==> src/rtl/checked_adder_ctrl.sv <==
// Sequencing and checking controller for a duplicated, parity-predicted adder.
// Registers operands, samples the adder after a settle window, retries failed checks, returns sum + status.
module checked_adder_ctrl #(
    parameter int W             = 64,
    parameter int SETTLE_CYCLES = 1,
    parameter int MAX_RETRY     = 2,
    parameter int FCNT_W        = 16,
    localparam int RW           = (MAX_RETRY > 0) ? $clog2(MAX_RETRY + 1) : 1
) (
    input  logic              clk,
    input  logic              nrst,
    input  logic              req_valid,
    output logic              req_ready,
    input  logic [W-1:0]      req_a,
    input  logic [W-1:0]      req_b,
    input  logic              req_pa,
    input  logic              req_pb,
    output logic [W-1:0]      add_a,
    output logic [W-1:0]      add_b,
    output logic              add_pa,
    output logic              add_pb,
    input  logic [W-1:0]      add_s,
    input  logic [W-1:0]      add_s_dup,
    input  logic              add_papb,
    input  logic              add_pab,
    output logic              resp_valid,
    input  logic              resp_ready,
    output logic [W-1:0]      resp_sum,
    output logic              resp_err,
    output logic [1:0]        resp_code,
    output logic [RW-1:0]     resp_retries,
    output logic [FCNT_W-1:0] fault_cnt,
    output logic [1:0]        o_dbg_state
);

    localparam int SW = $clog2(SETTLE_CYCLES + 2);
    // The first window is one cycle longer: the operands are only on the adder inputs
    // from the accept edge onward, so a fresh operation needs an extra cycle to settle.
    localparam logic [SW-1:0] SETTLE_FIRST  = SW'(SETTLE_CYCLES + 1);
    localparam logic [SW-1:0] SETTLE_RELOAD = SW'(SETTLE_CYCLES);
    localparam logic [SW-1:0] SETTLE_LAST   = SW'(1);
    localparam logic [RW-1:0] RETRY_LIMIT   = RW'(MAX_RETRY);

    typedef enum logic [1:0] {
        ST_IDLE = 2'd0,
        ST_WAIT = 2'd1,
        ST_RESP = 2'd2
    } state_t;

    state_t            r_state;
    state_t            w_state_nxt;
    logic [SW-1:0]     r_settle;
    logic [RW-1:0]     r_retry;
    logic              r_req_ready;
    logic [W-1:0]      r_add_a;
    logic [W-1:0]      r_add_b;
    logic              r_add_pa;
    logic              r_add_pb;
    logic [W-1:0]      r_resp_sum;
    logic              r_resp_err;
    logic [1:0]        r_resp_code;
    logic [RW-1:0]     r_resp_retries;
    logic [FCNT_W-1:0] r_fault_cnt;

    logic w_accept;
    logic w_sample;
    logic w_retry;
    logic w_finish;
    logic w_dup_err;
    logic w_par_err;
    logic w_fail;

    assign w_dup_err = (add_s != add_s_dup);
    assign w_par_err = (add_pab != add_papb);
    assign w_fail    = w_dup_err | w_par_err;

    always_ff @(posedge clk or negedge nrst) begin
        if (!nrst) begin
            r_state <= ST_IDLE;
        end else begin
            r_state <= w_state_nxt;
        end
    end

    always_comb begin
        w_state_nxt = r_state;
        w_accept    = 1'b0;
        w_sample    = 1'b0;
        w_retry     = 1'b0;
        w_finish    = 1'b0;
        case (r_state)
            ST_IDLE: begin
                if (req_valid && r_req_ready) begin
                    w_accept    = 1'b1;
                    w_state_nxt = ST_WAIT;
                end
            end
            ST_WAIT: begin
                if (r_settle == SETTLE_LAST) begin
                    w_sample = 1'b1;
                    if (w_fail && (r_retry < RETRY_LIMIT)) begin
                        w_retry = 1'b1;
                    end else begin
                        w_finish    = 1'b1;
                        w_state_nxt = ST_RESP;
                    end
                end
            end
            ST_RESP: begin
                if (resp_ready) begin
                    w_state_nxt = ST_IDLE;
                end
            end
            default: w_state_nxt = ST_IDLE;
        endcase
    end

    always_ff @(posedge clk or negedge nrst) begin
        if (!nrst) begin
            r_req_ready    <= 1'b0;
            r_settle       <= '0;
            r_retry        <= '0;
            r_add_a        <= '0;
            r_add_b        <= '0;
            r_add_pa       <= 1'b0;
            r_add_pb       <= 1'b0;
            r_resp_sum     <= '0;
            r_resp_err     <= 1'b0;
            r_resp_code    <= '0;
            r_resp_retries <= '0;
            r_fault_cnt    <= '0;
        end else begin
            r_req_ready <= (w_state_nxt == ST_IDLE);
            if (w_accept) begin
                r_add_a  <= req_a;
                r_add_b  <= req_b;
                r_add_pa <= req_pa;
                r_add_pb <= req_pb;
                r_retry  <= '0;
                r_settle <= SETTLE_FIRST;
            end else if (r_state == ST_WAIT) begin
                if (w_retry) begin
                    r_settle <= SETTLE_RELOAD;
                    r_retry  <= r_retry + RW'(1);
                end else if (!w_sample) begin
                    r_settle <= r_settle - SW'(1);
                end
            end
            if (w_sample && w_fail && (r_fault_cnt != '1)) begin
                r_fault_cnt <= r_fault_cnt + FCNT_W'(1);
            end
            // On a pass both error flags are zero, so the code field needs no special case.
            if (w_finish) begin
                r_resp_sum     <= add_s;
                r_resp_err     <= w_fail;
                r_resp_code    <= {w_par_err, w_dup_err};
                r_resp_retries <= r_retry;
            end
        end
    end

    assign req_ready    = r_req_ready;
    assign add_a        = r_add_a;
    assign add_b        = r_add_b;
    assign add_pa       = r_add_pa;
    assign add_pb       = r_add_pb;
    assign resp_valid   = (r_state == ST_RESP);
    assign resp_sum     = r_resp_sum;
    assign resp_err     = r_resp_err;
    assign resp_code    = r_resp_code;
    assign resp_retries = r_resp_retries;
    assign fault_cnt    = r_fault_cnt;
    assign o_dbg_state  = r_state;

endmodule

==> config.mk <==
export PLATFORM = sky130hd
export DESIGN_NAME = checked_adder_ctrl
export DESIGN_NICKNAME = d
export VERILOG_FILES = /design/src/rtl/checked_adder_ctrl.sv
export SDC_FILE = /design/constraint.sdc
export NUM_CORES = 1
export LEC_CHECK = 0
export BUFFER_PORTS_ARGS = -buffer_cell sky130_fd_sc_hd__buf_2
export CELL_PAD_IN_SITES_DETAIL_PLACEMENT = 1
export CELL_PAD_IN_SITES_GLOBAL_PLACEMENT = 2
export CORE_MARGIN = 3
export CORE_UTILIZATION = 26
export CTS_CLUSTER_SIZE = 28
export DETAILED_ROUTE_END_ITERATION = 10
export PLACE_DENSITY_LB_ADDON = 0.15
export RECOVER_POWER = 50
export SETUP_SLACK_MARGIN = 0.3
export SYNTH_ARGS = -nofsm -noshare
export SYNTH_HDL_FRONTEND = slang
export SYNTH_SLANG_ARGS = --single-unit
==> constraint.sdc <==
create_clock -name clk -period 2.9 [get_ports clk]
set_clock_uncertainty 0.2 [all_clocks]
set_input_delay 0.435 -clock clk [delete_from_list [all_inputs] [get_ports clk]]
set_output_delay 0.435 -clock clk [all_outputs]
set_load 0.01 [all_outputs]
# Yosys cells after proc, flatten, opt, wreduce, memory -nomap -nowiden
# Cells that the tools add are included.
[classes]
addsub = 3
order_cmp = 1
eq_ne = 7
muxes = 22
n_bitwise = 1
reduce_logical = 10
[ops]
columns = ["op", "n"]
rows = [
  ["64-bit inequality test", 1],
  ["2-bit 2-to-1 mux", 11],
  ["16-bit by 1-bit adder with 16-bit output, second input constant", 1],
  ["16-bit inequality test, second input constant", 1],
  ["1-bit 2-to-1 mux", 10],
  ["2-bit one-hot mux with 3 select lines", 1],
  ["2-bit by 1-bit equality test with 1-bit output, second input constant", 2],
  ["1-bit logical AND", 4],
  ["2-bit zero test", 2],
  ["2-bit AND reduction", 2],
  ["2-bit nonzero test", 2],
  ["3-bit by 2-bit inequality test with 1-bit output, second input constant", 1],
  ["2-bit by 1-bit adder with 2-bit output, second input constant", 1],
  ["2-bit equality test, second input constant", 1],
  ["2-bit less-than comparator, second input constant", 1],
  ["2-bit by 1-bit subtractor with 2-bit output, second input constant", 1],
  ["1-bit inequality test", 1],
  ["1-bit bitwise OR", 1],
]
[word_totals]
ff_bits = 222
inputBits = 264
output_inout_bits = 219
wordCells = 57

# Depth between registers and ports, before layout
[logic_depth]
ltp_word = 9
ltp_mapped = 9
ltp_nobuf = 7

# Worst setup path after synthesis
# No wires, ideal clock.
[synth_timing]
path_kind = "input port to flip-flop"
startpoint = "input add_s_dup[51]"
endpoint = "register r_resp_sum[44] (netlist: resp_sum[44])"
t_arrival_ns = 2.128
required_time_ns = 2.573
path_slack_ns = 0.445
stages = 9
path_cell_list = "xnor2_1 -> nand4_1 -> nor4_1 -> nand4_1 -> or2_1 -> a21oi_4 -> buf_6 -> buf_6 -> mux2_1"
[synth_between]
elab_chain_cells = 6
[synth_lines]
columns = ["element", "line", "text"]
rows = [
  ["start, declared", "23", "input logic [W-1:0] add_s_dup,"],
  ["64-bit inequality test", "73", "assign w_dup_err = (add_s != add_s_dup);"],
  ["1-bit bitwise OR", "75", "assign w_fail = w_dup_err | w_par_err;"],
  ["1-bit logical AND", "101", "if (w_fail && (r_retry < RETRY_LIMIT)) begin"],
  ["1-bit 2-to-1 mux", "101", ""],
  ["1-bit 2-to-1 mux", "99", "if (r_settle == SETTLE_LAST) begin"],
  ["1-bit 2-to-1 mux", "91", "case (r_state)"],
  ["end signal, assigned", "154", "r_resp_sum <= add_s;"],
  ["end, declared", "59", "logic [W-1:0] r_resp_sum;"],
]
# Every way passes these cells.
# A chain may end at the register's enable or synchronous reset.

# Final worst setup path
[layout_timing]
startpoint = "input add_s[28]"
endpoint = "register r_resp_sum[60] (netlist: resp_sum[60])"
[layout_between]
elab_chain_cells = 6
[layout_lines]
columns = ["element", "line", "text"]
rows = [
  ["start, declared", "22", "input logic [W-1:0] add_s,"],
  ["64-bit inequality test", "73", ""],
  ["1-bit bitwise OR", "75", ""],
  ["1-bit logical AND", "101", ""],
  ["1-bit 2-to-1 mux", "101", ""],
  ["1-bit 2-to-1 mux", "99", ""],
  ["1-bit 2-to-1 mux", "91", ""],
]
# Every way passes these cells.

==> results.ini <==
[run_status]
status=finished, violations left
violations=max-capacitance violations, max-slew violations

[power_and_ir_drop]
p_leak_nw=7.87
report.power.total_mw=14.4
power.density_mw_per_mm2=929
ir_drop_v=0.000418

[clock_tree]
clock_sinks=222
cts-root-buf=clkbuf_16
clockBufferDepth=3
htreeDepth=1
cts_buffers=28
clock_latency_ps=540
path_clk_slew_ps=60
cts_tree=built

[synth]
synth-main-ff-cell=dfrtp_1
synth-seq-cells=222
synth_area_sq_mm=0.00921
synth_seq_area_share=0.603
synth_cell_types=34
synth_edf_count=0
synth_cells=890
avgSynthCellArea_sq_um=10.3
synthesis.nets=1156
yosys_warnings=0
synthArstFlopShare=1.00

[final_layout]
final_cells=2069
final_layout_size_suffix_gt1_frac=0.338
postLayoutCoreUtil=0.447
layout.nets=1860
syn_to_final_growth_pct=68.5

[routing]
drt-total-wl_microns=40200
drt-wirelength-per-cell_microns=19.4
routed_via_density=4.36
drtAntennaViolNets=0
drtIter0Drc=244
drcViolationCount=0
firstDrtPassIters=4
vias=9023

[timing]
fmax_mhz=367
rsz0062_at_grt=yes
hold_slack_ps=13.9
slew_violations=67
hold_violations=0
worst_slew_pin_slew_ps=1920
slew_headroom=-0.277
period_minus_slack_ps=2730
setup_viol=0
period_share=0.940
tns_ps=0

[die]
fp.dieH_microns=194
initial_core_util=0.265
coreArea_sq_mm=0.0347
die_w_microns=194
die-area_sq_mm=0.0377
ioPinCount=483
rows=68

[worst_setup_path]
crit_path_cell_trace=buf_2, xnor2_1, nand4_1, nor4_4, buf_4, nand4_1, or2_4, a21oi_4, buf_6, clkbuf_16, buf_8, mux2_4
worstPathRequired_ps=3120
crit_slowest_cell=nor4_4
cp_max_fo=6
cp_common_cell=nand4_1
crit_type=input pin to flip-flop
cp-start-kind=input pin
r2r_cells=9
arrival_ps=2940
critical-path-max-stage-delay_ps=400
path_buf_inv=5
path_delay_family=simple AND/OR/NAND/NOR gates
cp.depth=12
end_kind=flip-flop

[global_routing]
antenna_found_initial=2
grt_max_degree=69
grt_util_all_layers=0.197
grt_first_pass_wirelength_microns=59300
grt_pass1_vias=9882
grt_remaining_overflow=0

[hold_path]
whs_path_depth=2
hold_path_class=input pin to flip-flop

[placed_design]
hpwl_microns=28000
numPortBuffers=482
place_inst=1822
place_congestion=0.839

[flow_run]
drv_cap=1

-- sequential cells by signal, indices dropped and copies added, names as in the netlist, 2 cells and up --
name and cells:
add_a 64, add_b 64, resp_sum 64, r_settle 2
o_dbg_state 2, r_retry 2, fault_cnt 16, resp_code 2
resp_retries 2
-- cell families (layout without fill, tap and decap cells) --
logic type / count (synthesis) / count (layout) / share of synthesized area
fa+ha+maj: 2 / 2 / 0.00272
simple gates: 465 / 465 / 0.204
compound gates: 13 / 13 / 0.0101
other cells: 0 / 2 / 0
flops: 222 / 222 / 0.603
xor+xnor: 79 / 79 / 0.0752
buf+inv: 40 / 762 / 0.0204
mux: 69 / 69 / 0.0844
-- area by class of cell --
type                       count  area (sq um)
multi-input combinational    628          3760
fill                        4068         19200
inverter                       2          7.51
clock inverter                 7          46.3
antenna                        2          5.00
clock buffer                  41           830
timing repair buffer         712          4740
sequential                   222          5560
tap                          455           569
-- cells in the mapped netlist, types with 2 or more instances --
cell type | count | area [sq um]
inv_1 | 2 | 7.51
mux2_1 | 19 | 214
mux2_2 | 50 | 563
nand2_1 | 398 | 1490
buf_6 | 3 | 33.8
nor4b_1 | 2 | 17.5
clkbuf_1 | 26 | 97.6
buf_1 | 5 | 18.8
o21ai_0 | 3 | 15.0
nor2_1 | 11 | 41.3
ha_1 | 2 | 25.0
a21oi_1 | 3 | 15.0
nor4_1 | 6 | 37.5
nor3_1 | 3 | 15.0
buf_4 | 4 | 30.0
xnor2_1 | 69 | 604
nor2b_1 | 3 | 18.8
or2_2 | 3 | 18.8
nand3_1 | 12 | 60.1
nand4_1 | 18 | 113
and4_1 | 2 | 17.5
and3_1 | 4 | 25.0
dfrtp_1 | 222 | 5560
xor2_1 | 10 | 87.6
-- final timing paths --
kind,from,endpoint,slack [ps]
min reg2reg,add_a[63],add_a[63],270
max in group asynchronous,nrst,resp_err,490
min in group asynchronous,nrst,add_a[23],780
max,add_s[28],resp_sum[60],170
min,add_s[5],resp_sum[5],10
max reg2reg,r_settle[0],o_dbg_state[1],680
-- where the power goes --
part	internal, mW	switching (mW)	leakage (nW)
Sequential	4.47	0.795	2.74
Combinational	2.67	3.16	4.69
Clock	1.96	1.36	0.439
Total	9.11	5.31	7.87
-- per-stage QoR --
stage / cell area (sq um) / setup slack, ps
2_1_floorplan: 9210 / 445
3_3_place_gp: 12400 / -398
3_5_place_dp: 12400 / -439
4_1_cts: 15100 / 313
5_1_grt: 15500 / 70.4
6_report: 15500 / 174
-- placed cells by master, fill, tap and decap left out, types with 7 or more instances in the layout --
master / Yosys / final
nand2_1: 398 / 398
buf_2: 0 / 369
dfrtp_1: 222 / 222
dlygate4sd3_1: 0 / 180
clkbuf_1: 26 / 114
xnor2_1: 69 / 68
mux2_4: 0 / 61
clkbuf_16: 0 / 34
buf_4: 4 / 28
nand4_1: 18 / 18
nor2_1: 11 / 11
nand3_1: 12 / 11
xor2_1: 10 / 10
clkbuf_8: 0 / 8
buf_12: 0 / 8
mux2_2: 50 / 7
-- repair_timing --
action	4_1_cts	5_1_grt
hold buffers	180	0
buffers inserted	2	6
gates cloned	1	8
endpoints found under the setup margin	67	67
hold endpoints to repair	242	0
resized for setup	5	80
pin swaps	3	6
-- worst reg2reg max path: stages, from the launching register on --
cell and delay (ps):
dfrtp_1 390, ha_1 240, nand2_1 230, a21oi_4 80, buf_6 150, clkbuf_16 160, buf_8 130, buf_4 130
buf_4 130, or2_2 280
-- routing by layer --
layer  track usage  up-vias  wire length [microns]
li1              -     4249                      -
met1         0.230     4394                  15800
met4        0.0545        0                   1140
met5             0        -                      0
met3        0.0455       57                   2500
met2         0.363      323                  20800
Power figures use the tool's default switching activity.
